### src/rtl/mac_dispatcher.sv
// mac_dispatcher: buffers (a,b,c,d) tuples in a FIFO and issues them one at a time to a start/busy MAC engine
// Ports:
//   clk, i_reset_n            clock, synchronous active-low reset
//   i_in_valid/o_in_ready     operand push handshake, i_in_a..i_in_d operand tuple
//   o_level                   FIFO occupancy
//   o_eng_a..o_eng_d          registered operands to engine, o_eng_start start request
//   i_eng_busy, i_eng_out     engine busy and result (valid when busy falls)
//   o_res_valid/i_res_ready   result handshake, o_res_data result
//   o_err_timeout             sticky: an issue was aborted because the engine never went busy
module mac_dispatcher #(
  parameter int DEPTH   = 4,
  parameter int TIMEOUT = 15
) (
  input  logic                       clk,
  input  logic                       i_reset_n,
  input  logic                       i_in_valid,
  output logic                       o_in_ready,
  input  logic [7:0]                 i_in_a,
  input  logic [7:0]                 i_in_b,
  input  logic [7:0]                 i_in_c,
  input  logic [7:0]                 i_in_d,
  output logic [$clog2(DEPTH+1)-1:0] o_level,
  output logic [7:0]                 o_eng_a,
  output logic [7:0]                 o_eng_b,
  output logic [7:0]                 o_eng_c,
  output logic [7:0]                 o_eng_d,
  output logic                       o_eng_start,
  input  logic                       i_eng_busy,
  input  logic [15:0]                i_eng_out,
  output logic                       o_res_valid,
  input  logic                       i_res_ready,
  output logic [15:0]                o_res_data,
  output logic                       o_err_timeout
);
  localparam int LW = $clog2(DEPTH+1);
  localparam int PW = $clog2(DEPTH);
  localparam int TW = $clog2(TIMEOUT+1);

  typedef enum logic [1:0] {SYNC, IDLE, ISSUE, WAIT} state_t;

  state_t        r_state, w_next;
  logic [31:0]   r_mem [DEPTH];
  logic [PW-1:0] r_wr_ptr, r_rd_ptr;
  logic [LW-1:0] r_level;
  logic [TW-1:0] r_timer;
  logic [31:0]   r_eng_ops;
  logic          r_eng_start, r_res_valid, r_err_timeout;
  logic [15:0]   r_res_data;
  logic          w_push, w_pop, w_abort;

  assign o_in_ready    = r_level < LW'(DEPTH);
  assign o_level       = r_level;
  assign {o_eng_a, o_eng_b, o_eng_c, o_eng_d} = r_eng_ops;
  assign o_eng_start   = r_eng_start;
  assign o_res_valid   = r_res_valid;
  assign o_res_data    = r_res_data;
  assign o_err_timeout = r_err_timeout;

  assign w_push  = i_in_valid && o_in_ready;
  // holding back while a result is unconsumed keeps the engine from overwriting it
  assign w_pop   = r_state == IDLE && r_level != '0 && !r_res_valid;
  // abort on the TIMEOUT-th ISSUE edge without busy
  assign w_abort = r_state == ISSUE && !i_eng_busy && r_timer == TW'(TIMEOUT-1);

  always_comb begin
    w_next = r_state;
    case (r_state)
      SYNC:    w_next = i_eng_busy ? SYNC : IDLE;
      IDLE:    w_next = w_pop ? ISSUE : IDLE;
      ISSUE:   w_next = i_eng_busy ? WAIT : (w_abort ? SYNC : ISSUE);
      WAIT:    w_next = i_eng_busy ? WAIT : IDLE;
      default: w_next = SYNC;
    endcase
  end

  always_ff @(posedge clk) begin
    if (!i_reset_n) r_state <= SYNC;
    else            r_state <= w_next;
  end

  always_ff @(posedge clk) begin
    if (w_push) r_mem[r_wr_ptr] <= {i_in_a, i_in_b, i_in_c, i_in_d};
  end

  always_ff @(posedge clk) begin
    if (!i_reset_n) begin
      r_wr_ptr <= '0;
      r_rd_ptr <= '0;
      r_level  <= '0;
    end else begin
      if (w_push) r_wr_ptr <= r_wr_ptr + PW'(1);
      if (w_pop)  r_rd_ptr <= r_rd_ptr + PW'(1);
      r_level <= r_level + LW'(w_push) - LW'(w_pop);
    end
  end

  always_ff @(posedge clk) begin
    if (!i_reset_n) begin
      r_eng_ops     <= '0;
      r_eng_start   <= 1'b0;
      r_timer       <= '0;
      r_res_valid   <= 1'b0;
      r_res_data    <= '0;
      r_err_timeout <= 1'b0;
    end else begin
      if (w_pop) begin
        r_eng_ops   <= r_mem[r_rd_ptr];
        r_eng_start <= 1'b1;
        r_timer     <= '0;
      end else if (r_state == ISSUE) begin
        if (i_eng_busy) r_eng_start <= 1'b0;
        else if (w_abort) begin
          r_eng_start   <= 1'b0;
          r_err_timeout <= 1'b1;
        end else r_timer <= r_timer + TW'(1);
      end
      if (r_state == WAIT && !i_eng_busy) begin
        r_res_data  <= i_eng_out;
        r_res_valid <= 1'b1;
      end else if (r_res_valid && i_res_ready) r_res_valid <= 1'b0;
    end
  end
endmodule

### config.mk
export PLATFORM = sky130hd
export DESIGN_NAME = mac_dispatcher
export DESIGN_NICKNAME = d
export VERILOG_FILES = /design/src/rtl/mac_dispatcher.sv
export SDC_FILE = /design/constraint.sdc
export NUM_CORES = 1
export LEC_CHECK = 0
export ABC_CLOCK_PERIOD_IN_PS = 2750
export CAP_MARGIN = 20
export CORE_MARGIN = 1
export CORE_UTILIZATION = 40
export CTS_CLUSTER_DIAMETER = 120
export CTS_CLUSTER_SIZE = 24
export DETAILED_ROUTE_END_ITERATION = 12
export PLACE_DENSITY = 0.58
export SETUP_SLACK_MARGIN = 0.4
export SLEW_MARGIN = 5
export SYNTH_ARGS = -nofsm -noshare
export SYNTH_HDL_FRONTEND = slang
export SYNTH_SLANG_ARGS = --single-unit
### constraint.sdc
create_clock -name clk -period 2.75 [get_ports clk]
set_input_delay 0.6875 -clock clk [delete_from_list [all_inputs] [get_ports clk]]
set_output_delay 0.6875 -clock clk [all_outputs]
set_load 0.02 [all_outputs]
==> results.ini <==
[run_status]
status = finished clean

[clock_tree]
cts_root_buffer = clkbuf_16
clkSlewWorstSetupHoldPaths_ps = 60
cts_sinks = 192
clk-insertion-delay-late_ps = 420
tritoncts = done
cts_buffers = 17
cts_max_level = 4
cts_buffer_depth = 2

[logic_synthesis]
synth_top_flop_cell = edfxtp_1
synth_edf_count = 128
yosysWarningCount = 0
ys_async_sr_fraction = 0
synth_cell_types = 35
synth_area_leaders = edfxtp_1 54%, dfxtp_1 18%, mux4_2 10%
synth_area_um2 = 7090
synth.top_cell.area_share = 0.542
synth_seq_cells = 192
avgSynthCellArea_um2 = 16.1
yosysSeqAreaShare = 0.723
syn_inst = 441
synth_nets = 503
yosys.area.top_type = edfxtp_1

[power]
power_density_nw_per_um2 = 864
internal-power_mw = 5.81
p_seq_frac = 0.462
ir_drop_v = 0.000440
combPwrFrac = 0.224
p_clk_frac = 0.314
p_sw_frac = 0.263
p_leak_nw = 2.96
p_switching_mw = 2.08
finalPower_mw = 7.89

[place]
portBuffers = 107
gp_congestion = 0.726
dpl-instance-area_um2 = 8490
hpwl_um = 8300
dpl_worst_slack_ps = -30.9

[timing]
skew_ps = 7.92
fmax_ghz = 0.449
setup_violations = 0
timing.final.crit_share = 0.810
finalCriticalPeriod_ps = 2230
hold_viol_final = 0
slew_violations = 0
relSlewSlack = 0.353
tightest_slew_ps = 971
hold_ws_ps = 454
setup_ws_ps = 522
rsz0062_at_grt = false

[global_route]
grt_pass1_wl_um = 21700
grt-ovfl-total = 0
grt_start_max_net_pins = 36
grt.total_usage = 0.162
first_global_vias = 3998
antenna_found_initial = 0

[detailed_routing]
drt_wl_total_um = 14000
post_drt_via_cell_ratio = 5.09
postRouteAntennaNets = 0
routedWlPerCell_um = 17.6
vias = 4029
drc = 0
first_iter_violations = 246
drt-pass1-iter-count = 4

[floorplanning]
core_region_area_um2 = 17300
start_util = 0.410
die_area_um2 = 18300
die_x_um = 135
pin_count = 108
die_h_um = 135
rows = 48

[worst_hold_path]
hp-class = register to register
hp-start = o_res_data[7]

[worst_setup_path]
required_ps = 3050
cp-end-kind = register
worstSetupPathType = input pin to register
cp_max_fo = 2
reg2reg_from = o_level[1]
startpoint_type = input pin
cp.arrival_ps = 2530
startpoint = i_in_valid

[finish]
drive_gt1_frac = 0.166
stdcell_area_um2 = 9130
area_delta_synth_final_pct = 28.8
utilization = 0.528
final_cell_mix = 128 x edfxtp_1, 106 x clkdlybuf4s50_1, 64 x nand2_1
layout.cells.most_common = edfxtp_1
n_antenna_cell = 0
num-nets-final = 617

[job]
max_cap_viol_count = 0

-- Yosys cell counts (6+ instances only) --
cell type and n:
mux4_2 32, clkbuf_1 14, dfxtp_1 64, inv_1 11, nor2_1 7, a21oi_1 24, ha_1 8, o2bb2ai_1 32
buf_2 9, edfxtp_1 128, o21ai_0 6, nand2_1 65
-- flip-flops by register name, summed over array words and instances (netlist names) --
| name | flops |
|---|---|
| r_timer | 4 |
| o_eng_start | 1 |
| o_level | 3 |
| r_state | 2 |
| o_res_data | 16 |
| r_mem | 128 |
| o_res_valid | 1 |
| r_rd_ptr | 2 |
| r_wr_ptr | 2 |
| r_eng_ops | 32 |
| o_err_timeout | 1 |
-- power groups by stage --
stage	Combinational (mW)	Clock (mW)	Sequential (mW)
after global routing	1.91	2.66	3.68
after global placement	1.73	0	3.69
after floorplan	0.907	0	3.81
after CTS	1.76	2.52	3.64
after detailed placement	1.75	0	3.71
final	1.77	2.48	3.64
-- path summary, 6_finish.rpt --
check	end	slack [ps]	cells after the start
hold reg to reg	o_res_data[7]	450	2
hold / removal	o_res_data[7]	450	2
setup / recovery	o_level[2]	520	11
setup reg to reg	o_level[2]	560	11
-- layer usage --
layer  wire, µm  track usage  vias up
met5          0            0        -
met4        110       0.0468        0
met3        598       0.0398        7
met2       7010        0.271      103
met1       6260        0.209     2025
li1           -            -     1894
-- critical path, stage by stage --
cell and delay [ps]:
clkdlybuf4s50_1 460, nor2b_4 140, inv_1 70, ha_4 210
inv_1 50, ha_1 130, inv_1 60, fa_2 400
xnor2_2 150, xnor2_1 130, nor2_1 50
-- cells by family (layout without fill, tap and decap cells) --
family	after synthesis	in the layout	share of synthesized area
buffers and inverters	39	165	0.0228
multiplexers	33	33	0.103
AO/OA/AOI/OAI	68	68	0.0669
adder cells (fa/ha/maj)	9	9	0.0169
XOR/XNOR	4	4	0.00494
flip-flops	192	192	0.723
AND/OR/NAND/NOR	96	96	0.0621
-- layout make-up --
cell class	instances	area, µm²
sequential	192	5130
timing repair buffer	122	1230
tap	225	282
multi-input combinational	210	1850
clock buffer	21	460
fill	1420	8170
inverter	12	45.0
clock inverter	10	135
-- stage by stage --
step | setup TNS [ps] | instances
3_3_place_gp | 0 | 760
4_1_cts | 0 | 791
5_1_grt | 0 | 792
3_5_place_dp | -30.9 | 760
6_report | 0 | 792
2_1_floorplan | 0 | 441
-- timing repair --
action                                  in CTS  in global routing
endpoints found under the setup margin       0                  1
hold buffers                                 0                  0
buffers inserted                             0                  1
gates resized for setup                      0                  7
Note: power is estimated with default switching activity, not from simulation.
